File: config.mk
export PLATFORM = sky130hd
export DESIGN_NAME = serial_shifter
export DESIGN_NICKNAME = d
export VERILOG_FILES = /design/src/rtl/serial_shifter.sv
export SDC_FILE = /design/constraint.sdc
export NUM_CORES = 1
export LEC_CHECK = 0
export ABC_AREA = 1
export CAP_MARGIN = 20
export CORE_MARGIN = 2
export CORE_UTILIZATION = 45
export CTS_CLUSTER_SIZE = 24
export DETAILED_ROUTE_END_ITERATION = 8
export PLACE_DENSITY = 0.79
export SYNTH_ARGS = -nofsm -noshare
export SYNTH_HDL_FRONTEND = slang
export SYNTH_SLANG_ARGS = --single-unit
File: constraint.sdc
create_clock -name clk -period 1.2 [get_ports clk]
set_input_delay 0.18 -clock clk [delete_from_list [all_inputs] [get_ports clk]]
set_output_delay 0.18 -clock clk [all_outputs]
set_load 0.01 [all_outputs]
File: src/rtl/serial_shifter.sv
// Multi-cycle shifter/rotator: one 1-bit step per clock, ShAmt steps per request.
// The result is held with out_valid/out_ready until the consumer takes it.
module serial_shifter #(
  parameter int OPERAND_WIDTH = 16,
  parameter int SHAMT_WIDTH   = 4
) (
  input  logic                     clk,
  input  logic                     rst_n,
  input  logic                     in_valid,
  output logic                     in_ready,
  input  logic [OPERAND_WIDTH-1:0] In,
  input  logic [SHAMT_WIDTH-1:0]   ShAmt,
  input  logic [1:0]               Oper,
  output logic                     out_valid,
  input  logic                     out_ready,
  output logic [OPERAND_WIDTH-1:0] Out,
  output logic                     busy
);

  localparam logic [SHAMT_WIDTH-1:0] CNT_ONE = {{(SHAMT_WIDTH-1){1'b0}}, 1'b1};

  localparam logic [1:0] OP_ROR = 2'b00;
  localparam logic [1:0] OP_SLL = 2'b01;
  localparam logic [1:0] OP_SRA = 2'b10;
  localparam logic [1:0] OP_SRL = 2'b11;

  typedef enum logic [1:0] {
    IDLE  = 2'b00,
    SHIFT = 2'b01,
    DONE  = 2'b10
  } state_t;

  state_t                   state_q, state_d;
  logic [OPERAND_WIDTH-1:0] data_q,  data_d;
  logic [1:0]               op_q,    op_d;
  logic [SHAMT_WIDTH-1:0]   cnt_q,   cnt_d;

  function automatic logic [OPERAND_WIDTH-1:0] step1(
    input logic [OPERAND_WIDTH-1:0] d,
    input logic [1:0]               op
  );
    logic [OPERAND_WIDTH-1:0] r;
    case (op)
      OP_ROR:  r = {d[0], d[OPERAND_WIDTH-1:1]};
      OP_SLL:  r = {d[OPERAND_WIDTH-2:0], 1'b0};
      OP_SRA:  r = {d[OPERAND_WIDTH-1], d[OPERAND_WIDTH-1:1]};
      OP_SRL:  r = {1'b0, d[OPERAND_WIDTH-1:1]};
      default: r = d;
    endcase
    return r;
  endfunction

  always_comb begin
    state_d = state_q;
    data_d  = data_q;
    op_d    = op_q;
    cnt_d   = cnt_q;
    case (state_q)
      IDLE: begin
        if (in_valid) begin
          data_d  = In;
          op_d    = Oper;
          cnt_d   = ShAmt;
          // A zero amount skips SHIFT entirely and presents the operand as-is.
          state_d = (ShAmt == '0) ? DONE : SHIFT;
        end
      end
      SHIFT: begin
        data_d = step1(data_q, op_q);
        cnt_d  = cnt_q - CNT_ONE;
        if (cnt_q == CNT_ONE) state_d = DONE;
      end
      DONE: begin
        if (out_ready) state_d = IDLE;
      end
      default: state_d = IDLE;
    endcase
  end

  always_ff @(posedge clk) begin
    if (!rst_n) begin
      state_q <= IDLE;
      data_q  <= '0;
      op_q    <= '0;
      cnt_q   <= '0;
    end else begin
      state_q <= state_d;
      data_q  <= data_d;
      op_q    <= op_d;
      cnt_q   <= cnt_d;
    end
  end

  assign in_ready  = (state_q == IDLE);
  assign out_valid = (state_q == DONE);
  assign busy      = (state_q != IDLE);
  assign Out       = data_q;

endmodule

Yosys cells after proc, flatten, opt, wreduce, memory -nomap -nowiden. Index checks and enable logic that the tools add are counted.

$add $sub $neg: 1. Multiply operators: 0. Divide/modulo/power cells: 0. Magnitude comparators: 0. Eq/ne operators: 10. Shifts and indexed selects: 0. Mux-type cells: 10. Bitwise operators: 0. Reductions and logical operators: 9.

Operator list (number): $pmux W16 S4 (1); $pmux W16 S2 (1); $mux W16 (1); $mux W2 (4); $pmux W4 S2 (1); $eq A2 B2 Y1 const B (3); $ne A2 B2 Y1 const B (3); $pmux W2 S3 (1); $reduce_and A3 Y1 (2); $eq A2 B1 Y1 const B (2); $eq A4 B1 Y1 const B (1); $logic_not A2 Y1 (2); $logic_not A4 Y1 (1); $mux W4 (1); $reduce_and A2 Y1 (2); $reduce_bool A2 Y1 (2); $sub A4 B1 Y4 const B (1); $ne A2 B1 Y1 const B (1).

Register bits after elaboration: 24. Bits in latches: 0. RAM bits: 0. Memory bits (read-only): 0. Input bits: 26. Output and inout bits: 19. Logic and storage cells: 35. Memories: 0.

Depth between registers and ports, before layout. Gate-level depths: netlist of the first run.

Depth in word-level cells: 4. Depth in mapped cells: 7. Mapped depth without buffers: 7.

Worst setup path before layout of the first run. Ideal clock, no wire load.

Path kind: register -> register. From: register state_q[0]. To: register data_q[15] (netlist: Out[15]). Library setup time: 113 ps. Data arrival time: 1047 ps. Required time: 1087 ps. Slack: 41 ps. Cell stages (with the launch flop): 7. Cell sequence: dfxtp_1 > nor2_1 > nand2_1 > nand3_1 > nand2_1 > nor2_1 > nor2_1.

Longest elaborated chain between the ends: 3. Elaborated cells on any way between the ends: 7. Those cells by class: eq/ne (3); mux (1); reduce/logical (3).

RTL lines: start: declaration (line 33) `state_t state_q, state_d;`; start signal: assignment (line 87) `state_q <= state_d;`; $logic_not A2 Y1 (*); net in_ready (line 10) `output logic in_ready,`; $ne A2 B2 Y1 (no line) / $reduce_bool A2 Y1 (equally long branches); $reduce_and A3 Y1 (no line); end signal: assignment (line 88) `data_q <= data_d;`; end: declaration (line 34) `logic [OPERAND_WIDTH-1:0] data_q, data_d;`.

Mark *: on every way through the listed nets, which the timed path passes. The rest lies on a longest branch. A chain may end at the register's enable or synchronous reset.

Worst setup path in the final report of the first run.
From: register state_q[0]. To: output out_valid.

Longest elaborated chain between the ends: 1.

RTL lines: $eq A2 B2 Y1 (line 95) `assign out_valid = (state_q == DONE);`; end: declaration (line 14) `output logic out_valid,`.

No other way between the ends.

==> flow_metrics.tcl, run 1 <==
set metrics [dict create \
    status "finished with violations" \
    crit_path_start_kind "flip-flop" \
    avgRoutedWirePerCell_um 14.27 \
    synth_area_per_cell_um2 6.753 \
    max_stage_delay_ps 380 \
    synth_area_mm2 0.001310 \
    layout-drive-gt1-share_pct 25.90 \
    yosys.area.top_type_share_pct 36.68 \
    syn_inst 194 \
    drt_iter0_drc 64 \
    ys_warn_count 0 \
    die-area_mm2 0.003359 \
    maxSlewHeadroom_pct 85.28 \
    clk_latency_ps 310 \
    fmax_mhz 791.2 \
    wirelength_um 4023 \
    power_leakage_uw 0.0008761 \
    first_pass_iters 5 \
    critPathArrivalTime_ps 1080 \
    mostFrequentLayoutCells "36 x a21oi_1, 26 x nand2_1, 25 x clkdlybuf4s50_1, 19 x o21ai_1" \
    rr_worst_depth 7 \
    die_h_um 57.96 \
    grt_first_pass_wirelength_um 6182 \
    overflow 0 \
    clock_sinks 24 \
    rsz0062_at_grt "true" \
    min_to "Out[3]$_SDFFE_PN0P_" \
    final_common_cell "a21oi_1" \
    crit_chain "buf_6 -> inv_4 -> nand2_1 -> inv_1 -> buf_2" \
    clock_skew_ps 1.206 \
    ys_top_cells_by_area "dfxtp_1 37%, a21oi_1 16%, o21ai_0 9.2%" \
    detailedPlace.worstSlack_ps -230.0 \
    finalNetCount 280 \
    yosysSeqAreaShare_pct 36.68 \
    reg2reg_from "state_q[0]$_SDFFE_PN0P_" \
    n_fill_cell 222 \
    clkTransAtPathRegs_ps 130 \
    grt_usage_pct 23.92 \
    place_congestion 0.8065 \
    cp_num_buf_inv 4 \
    vias 1551 \
    cts_tree "done" \
    antenna_cells 0 \
    root_buffer "clkbuf_4" \
    via_per_inst 5.500 \
    end_kind "output pin" \
    fin_crit_sh_pct 105.3 \
    powerDensity_mw_per_mm2 1444 \
    setup_slack_ps -63.84 \
    cts_made_buffers 3 \
    crit_required_ps 1020 \
    hold_depth 3 \
    final_util_pct 74.95 \
    io_buffers 44 \
    initial_core_util_pct 47.50 \
    ys_types 19 \
    std_cell_rows 19 \
    layout_min_cycle_time_ps 1264 \
    violations "setup timing" \
    crit_type "flip-flop to output pin" \
    grt_pass1_vias 1386 \
    setup-violations-final 10 \
    hp-start "In[3]" \
    ys_ff_latch 24 \
    ir_drop_mv 1.202 \
    antenna_found_initial 0 \
    cts.htree.levels 1 \
    r2r_end "state_q[1]$_SDFFE_PN0P_" \
    critical_path.slowest_cell "dfxtp_4" \
    path_delay_family "flip-flops" \
    drc 0 \
    holdBufCountCts 0 \
    ioPinCount 45 \
    synth.largest_area_cell "dfxtp_1" \
    syn_to_final_growth_pct 57.78 \
    cp_max_fo 3 \
    tightest_slew_ps 220.2 \
    coreArea_mm2 0.002758 \
    hp-class "input port to flip-flop" \
    synth_nets 222 \
    chipWidth_um 57.96 \
    cts_max_path_buffers 2 \
    cap_violations 0 \
    grt_max_degree 23 \
    dp_hpwl_um 2638 \
    slew_viol_final 0 \
    hold_viol 0 \
    ant_nets 0 \
    ff2ff_setup_slack_ps -60 \
]
-- cells in the mapped netlist (all sizes together) --
library cell / instances
o211ai: 6
buf: 9
clkbuf: 2
dfxtp: 24
nand3: 7
o22ai: 1
a21oi: 43
nor2: 19
o21ai: 32
ha: 2
inv: 20
nand2: 29
-- area by class of cell --
class	instances	area [um^2]	area share [%]
timing repair inverter	1	6.256	0.3027
timing repair buffer	63	644.4	31.17
multi-input combinational	139	754.5	36.50
inverter	20	85.08	4.116
tap	31	38.79	1.877
sequential	24	501.7	24.27
clock buffer	4	36.28	1.755
-- cell families (layout without fill, tap and decap cells) --
kind of cell    Yosys count  after routing  synth area share (%)
flops                    24             24                 36.68
compound gates           82             82                 32.86
fa+ha+maj                 2              2                 1.910
simple gates             55             55                 17.38
buf+inv                  31             88                 11.17
-- state kept, by name (all words and copies together) (netlist names) --
register / flops
state_q: 2
op_q: 2
Out: 16
cnt_q: 4
-- report_power, final --
part | switching (uW) | internal (uW) | total [uW]
clock | 250 | 185 | 435
sequential | 130 | 966 | 1100
combinational | 769 | 684 | 1450
total | 1150 | 1840 | 2980
-- stage by stage --
step / instances / power, uW / TNS, ps / cell area, um^2 / hold slack, ps
after floorplan: 194 / 1760 / 0 / 1310 / 318.4
after global placement: 272 / 2290 / -2801 / 1848 / 473.3
after detailed placement: 272 / 2310 / -3343 / 1848 / 480.4
after CTS: 281 / 2814 / -107.9 / 1976 / 488.7
after global routing: 282 / 3155 / -1152 / 2067 / 489.6
final: 282 / 2985 / -287.1 / 2067 / 483.6
-- how the worst max path moves through the flow --
stage | startpoint | to | slack [ps] | cells after the start
after CTS | state_q[0]$_SDFFE_PN0P_ | in_ready | -40 | 2
after detailed placement | in_valid | Out[15]$_SDFFE_PN0P_ | -230 | 6
after global routing | state_q[0]$_SDFFE_PN0P_ | out_valid | -110 | 5
after floorplan | state_q[0]$_SDFFE_PN0P_ | Out[15]$_SDFFE_PN0P_ | 40 | 6
final | state_q[0]$_SDFFE_PN0P_ | out_valid | -60 | 5
after global placement | in_valid | Out[15]$_SDFFE_PN0P_ | -180 | 6
-- repair_timing --
action	CTS	global route
setup endpoints to repair	38	26
gates resized for setup	56	37
cloned	2	1
buffers inserted	3	0
pin swaps	3	12
-- routing by layer --
| metal | GRT usage, % | wire [um] | vias up |
|---|---|---|---|
| li1 | - | - | 776 |
| met1 | 32.91 | 1691 | 694 |
| met2 | 37.82 | 1932 | 73 |
| met3 | 3.125 | 333 | 8 |
| met4 | 9.967 | 65 | 0 |
| met5 | 0 | 0 | - |
-- tightest hold or removal path, cell delays in order --
cell and delay, ps:
clkdlybuf4s50_1 400, a21oi_1 130, a21oi_1 70
No activity file was read; power rests on OpenSTA's default activity.
==> run 2: changes to the inputs <==
--- a/config.mk
+++ b/config.mk
@@ -8,10 +8,10 @@
 export ABC_AREA = 1
 export CAP_MARGIN = 20
 export CORE_MARGIN = 2
-export CORE_UTILIZATION = 45
+export CORE_UTILIZATION = 48
 export CTS_CLUSTER_SIZE = 24
 export DETAILED_ROUTE_END_ITERATION = 8
-export PLACE_DENSITY = 0.79
+export PLACE_DENSITY = 0.84
 export SYNTH_ARGS = -nofsm -noshare
 export SYNTH_HDL_FRONTEND = slang
 export SYNTH_SLANG_ARGS = --single-unit
==> constraint.sdc (replaced) <==
create_clock -name clk -period 1.59 [get_ports clk]
set_input_delay 0.2385 -clock clk [delete_from_list [all_inputs] [get_ports clk]]
set_output_delay 0.2385 -clock clk [all_outputs]
set_load 0.01 [all_outputs]
==> run 2 against run 1 <==
  * The flow now finishes without violations
  * Largest cell class unchanged
  * Via count is 2.3% lower
  * Power is 31% lower
  * Critical path type unchanged
  * Hold slack better by 29 ps
  * Cell area is 11% lower
  * Flip-flop and latch count stayed put
==> flow_metrics.tcl, run 2 (synthesized netlist as in run 1, its figures left out) <==
set metrics [dict create \
    n_fill_cell 227 \
    max_stage_delay_ps 380 \
    mostFrequentLayoutCells "43 x a21oi_1, 40 x clkdlybuf4s50_1, 28 x nand2_1, 24 x o21ai_0, 22 x dfxtp_1" \
    crit_path_start_kind "flip-flop" \
    place_congestion 0.8544 \
    hold_depth 2 \
    crit_type "flip-flop to output pin" \
    hold_viol 0 \
    ant_nets 0 \
    critPathArrivalTime_ps 1290 \
    ioPinCount 45 \
    wirelength_um 3964 \
    clock_skew_ps 4.935 \
    overflow 0 \
    die_h_um 56.24 \
    tns_ps 0 \
    via_per_inst 5.615 \
    final_util_pct 72.92 \
    hp-class "flip-flop to flip-flop" \
    antenna_found_initial 0 \
    avgRoutedWirePerCell_um 14.68 \
    largest_reg_flops 16 \
    powerDensity_mw_per_mm2 1114 \
    status "complete, no violations" \
    clkTransAtPathRegs_ps 140 \
    crit_chain "buf_4 -> inv_6 -> nand2_1 -> inv_1 -> clkdlybuf4s15_1" \
    cts_made_buffers 3 \
    std_cell_rows 18 \
    cts.htree.levels 1 \
    layout_min_cycle_time_ps 1530 \
    initial_core_util_pct 51.93 \
    crit_required_ps 1350 \
    grt_usage_pct 26.44 \
    chipWidth_um 56.24 \
    globalRouteMet2Util_pct 46.89 \
    busiest_layer "met2" \
    fin_crit_sh_pct 96.25 \
    syn_to_final_growth_pct 40.40 \
    drt_iter0_drc 53 \
    cp_max_fo 10 \
    coreArea_mm2 0.002522 \
    final_common_cell "a21oi_1" \
    setup-violations-final 0 \
    p_total_uw 2049 \
    dp_hpwl_um 2765 \
    power_leakage_uw 0.0007564 \
    fmax_mhz 653.4 \
    antenna_cells 0 \
    tightest_slew_ps 457.7 \
    root_buffer "clkbuf_4" \
    first_pass_iters 4 \
    critical_path.slowest_cell "dfxtp_4" \
    io_buffers 44 \
    grt_max_degree 23 \
    maxSlewHeadroom_pct 69.41 \
    holdBufCountCts 0 \
    grt_pass1_vias 1549 \
    cap_violations 0 \
    ir_drop_mv 0.7716 \
    layout-drive-gt1-share_pct 9.583 \
    clk_latency_ps 320 \
    cts_tree "done" \
    drc 0 \
    finalNetCount 269 \
    vias 1516 \
    grt_first_pass_wirelength_um 6762 \
    use_met1_pct 31.66 \
    end_kind "output pin" \
    slew_viol_final 0 \
    use_met3_pct 3.023 \
    die-area_mm2 0.003163 \
    cts_max_path_buffers 2 \
    rr_worst_depth 5 \
    clock_sinks 24 \
]
## run 2: cell type report
class	count	area (um^2)	area share, %
clock buffer	4	36.28	1.973
inverter	20	80.08	4.354
multi-input combinational	139	685.7	37.28
sequential	24	488.0	26.53
tap	30	37.54	2.041
timing repair buffer	53	511.7	27.82
## run 2: final timing paths
| check | from | to | slack (ps) |
|---|---|---|---|
| worst max register to register | op_q[1]$_SDFFE_PN0P_ | Out[4]$_SDFFE_PN0P_ | 280 |
| worst min-delay path | cnt_q[3]$_SDFFE_PN0P_ | cnt_q[3]$_SDFFE_PN0P_ | 510 |
| worst min register to register | cnt_q[3]$_SDFFE_PN0P_ | cnt_q[3]$_SDFFE_PN0P_ | 510 |
| worst max-delay path | state_q[0]$_SDFFE_PN0P_ | out_valid | 60 |
## run 2: layer usage
metal  share of wire [%]  wire length (um)  up-vias
li1                    -                 -      746
met1                  42              1648      701
met2                  51              2004       60
met3                 5.6               221        9
met4                 2.3                90        0
met5                   0                 0        -
## run 2: metrics by stage
| step | worst slack, ps | hold slack [ps] | instance area, um^2 | instances |
|---|---|---|---|---|
| after global routing | -4.307 | 563.5 | 1839 | 270 |
| final | 59.55 | 512.3 | 1839 | 270 |
| after CTS | -8.447 | 507.9 | 1828 | 270 |
| after floorplan | 430.7 | 376.9 | 1310 | 194 |
| after global placement | 134.1 | 470.4 | 1762 | 263 |
| after detailed placement | 107.3 | 487.0 | 1762 | 263 |
## run 2: where the power goes
part	internal, uW	switching (uW)
clock network	140	192
logic	411	490
registers	715	100
## run 2: repair_timing
item                                    in CTS  in global routing
resized for setup                            7                  5
endpoints found under the setup margin       3                  3
setup buffers                                3                  0
## run 2: worst max-delay path, delay by kind of cell, from the launching register on
kind	cells	cell delay, ps
AND/OR/NAND/NOR	1	70
buffers and inverters	4	520
flip-flops	1	380
==> RTL edit (settings of run 1) <==
The parameter `SHAMT_WIDTH` goes from 4 to 5.
--- a/src/rtl/serial_shifter.sv
+++ b/src/rtl/serial_shifter.sv
@@ -2,7 +2,7 @@
 // The result is held with out_valid/out_ready until the consumer takes it.
 module serial_shifter #(
   parameter int OPERAND_WIDTH = 16,
-  parameter int SHAMT_WIDTH   = 4
+  parameter int SHAMT_WIDTH   = 5
 ) (
   input  logic                     clk,
   input  logic                     rst_n,
Ports: changed (resized ShAmt); port bits go from 45 to 46. No check against the original RTL was run, so the function may have changed too.
==> RTL edit against run 1 <==
- the run still ends with setup timing left
- global-route usage grew 1.2 points
- worst setup slack lost 0.029 ns
- synthesized area grew 11%
- first-iteration DRC count grew 31%
- sequential share of layout area shrank 2.7 points
- sequential cell count grew 1
- wire length grew 25%
- final area grew 21%
- die area grew 10%
- critical path depth shrank 1
- utilization grew 6.8 points
Power is not compared: it rests on default switching activity, and its combinational part moved more than twofold at a synthesized area within 25%.
==> RTL edit: results (changes against run 1) <==
[run_status]
status=finished with violations  ; unchanged
violations_in_the_final_reports=setup timing  ; unchanged

[place]
dp.final_hpwl_um=2660  ; was 2640 um
placedInstanceArea_mm2=0.00202  ; was 0.00185 mm2
dp_worst_setup_slack_ns=-0.201  ; was -0.230 ns

[synthesis]
post_synth_inst_count=209  ; was 194
adder_and_majority_gate_portion_of_the_synthesized_area_pct=1.72  ; was 1.91%
synth_seq_area_share_pct=34.5  ; was 36.7%
synth.cells.most_frequent=nand2_1 (35), inv_1 (28), o21ai_0 (26)  ; was a21oi_1 (43), nand2_1 (28), dfxtp_1 (24), o21ai_0 (24)

[grt]
met1_usage_pct=30.7  ; was 32.9%
globalRouteMet2Util_pct=44.4  ; was 37.8%
track_usage_pct=25.1  ; was 23.9%
pin_count_of_the_biggest_net_entering_global_routing=25  ; was 23
grt_pass1_wl_um=7030  ; was 6180 um

[finish]
drive_gt1_share_pct=36.6  ; was 25.9%
post_layout_nonfiller_instances=320  ; was 282
area_of_the_multi_input_gates_um2=980  ; was 754 um2
fill_cells=190  ; was 222

[worst_setup_path]
worstReg2RegEnd=Out[8]$_SDFFE_PN0P_  ; was state_q[1]$_SDFFE_PN0P_
critical_path.startpoint=state_q[1]$_SDFFE_PN0P_  ; was state_q[0]$_SDFFE_PN0P_
worst_ep_arrival_time_ns=1.11  ; was 1.08 ns
rr_startpoint=state_q[1]$_SDFFE_PN0P_  ; was state_q[0]$_SDFFE_PN0P_

[timing]
fin_worst_hold_slack_ns=0.385  ; was 0.484 ns
fin_ws_ns=-0.0924  ; was -0.0638 ns
finalSetupViolCount=17  ; was 10

[min_path]
worstHoldStart=in_valid  ; was In[3]
timing.hold.worst_path_depth=5  ; was 3

==> RTL edit: changes by cell type in the layout (fill, tap and decap cells not counted), moves of 6 or more <==
cell / before / now
dfxtp_4: 1 / 8
o211ai_1: 6 / 15
a21oi_1: 36 / 17
o21ai_1: 19 / 8
o21ai_2: 1 / 22
o21ai_0: 11 / 5
dfxtp_2: 14 / 7
inv_1: 16 / 26
==> RTL edit: layout make-up <==
class | instances | area share (%)
clock buffer | 4 | 1.05
inverter | 31 | 5.17
multi-input combinational | 144 | 39.3
sequential | 25 | 21.6
tap | 44 | 2.21
timing repair buffer | 70 | 29.6
timing repair inverter | 2 | 1.10
==> RTL edit: timing repair <==
action                                  4_1_cts  5_1_grt
pin swaps                                     3       11
endpoints found under the setup margin       38       36
setup buffers                                 6        1
resized for setup                            84       62
cloned                                        6        2
==> RTL edit: power breakdown <==
group	total, mW	switching, mW	internal (mW)	leakage [nW]
Combinational	2.99	1.62	1.37	0.821
Sequential	1.40	0.261	1.14	0.215
Clock	0.379	0.249	0.130	0.0150
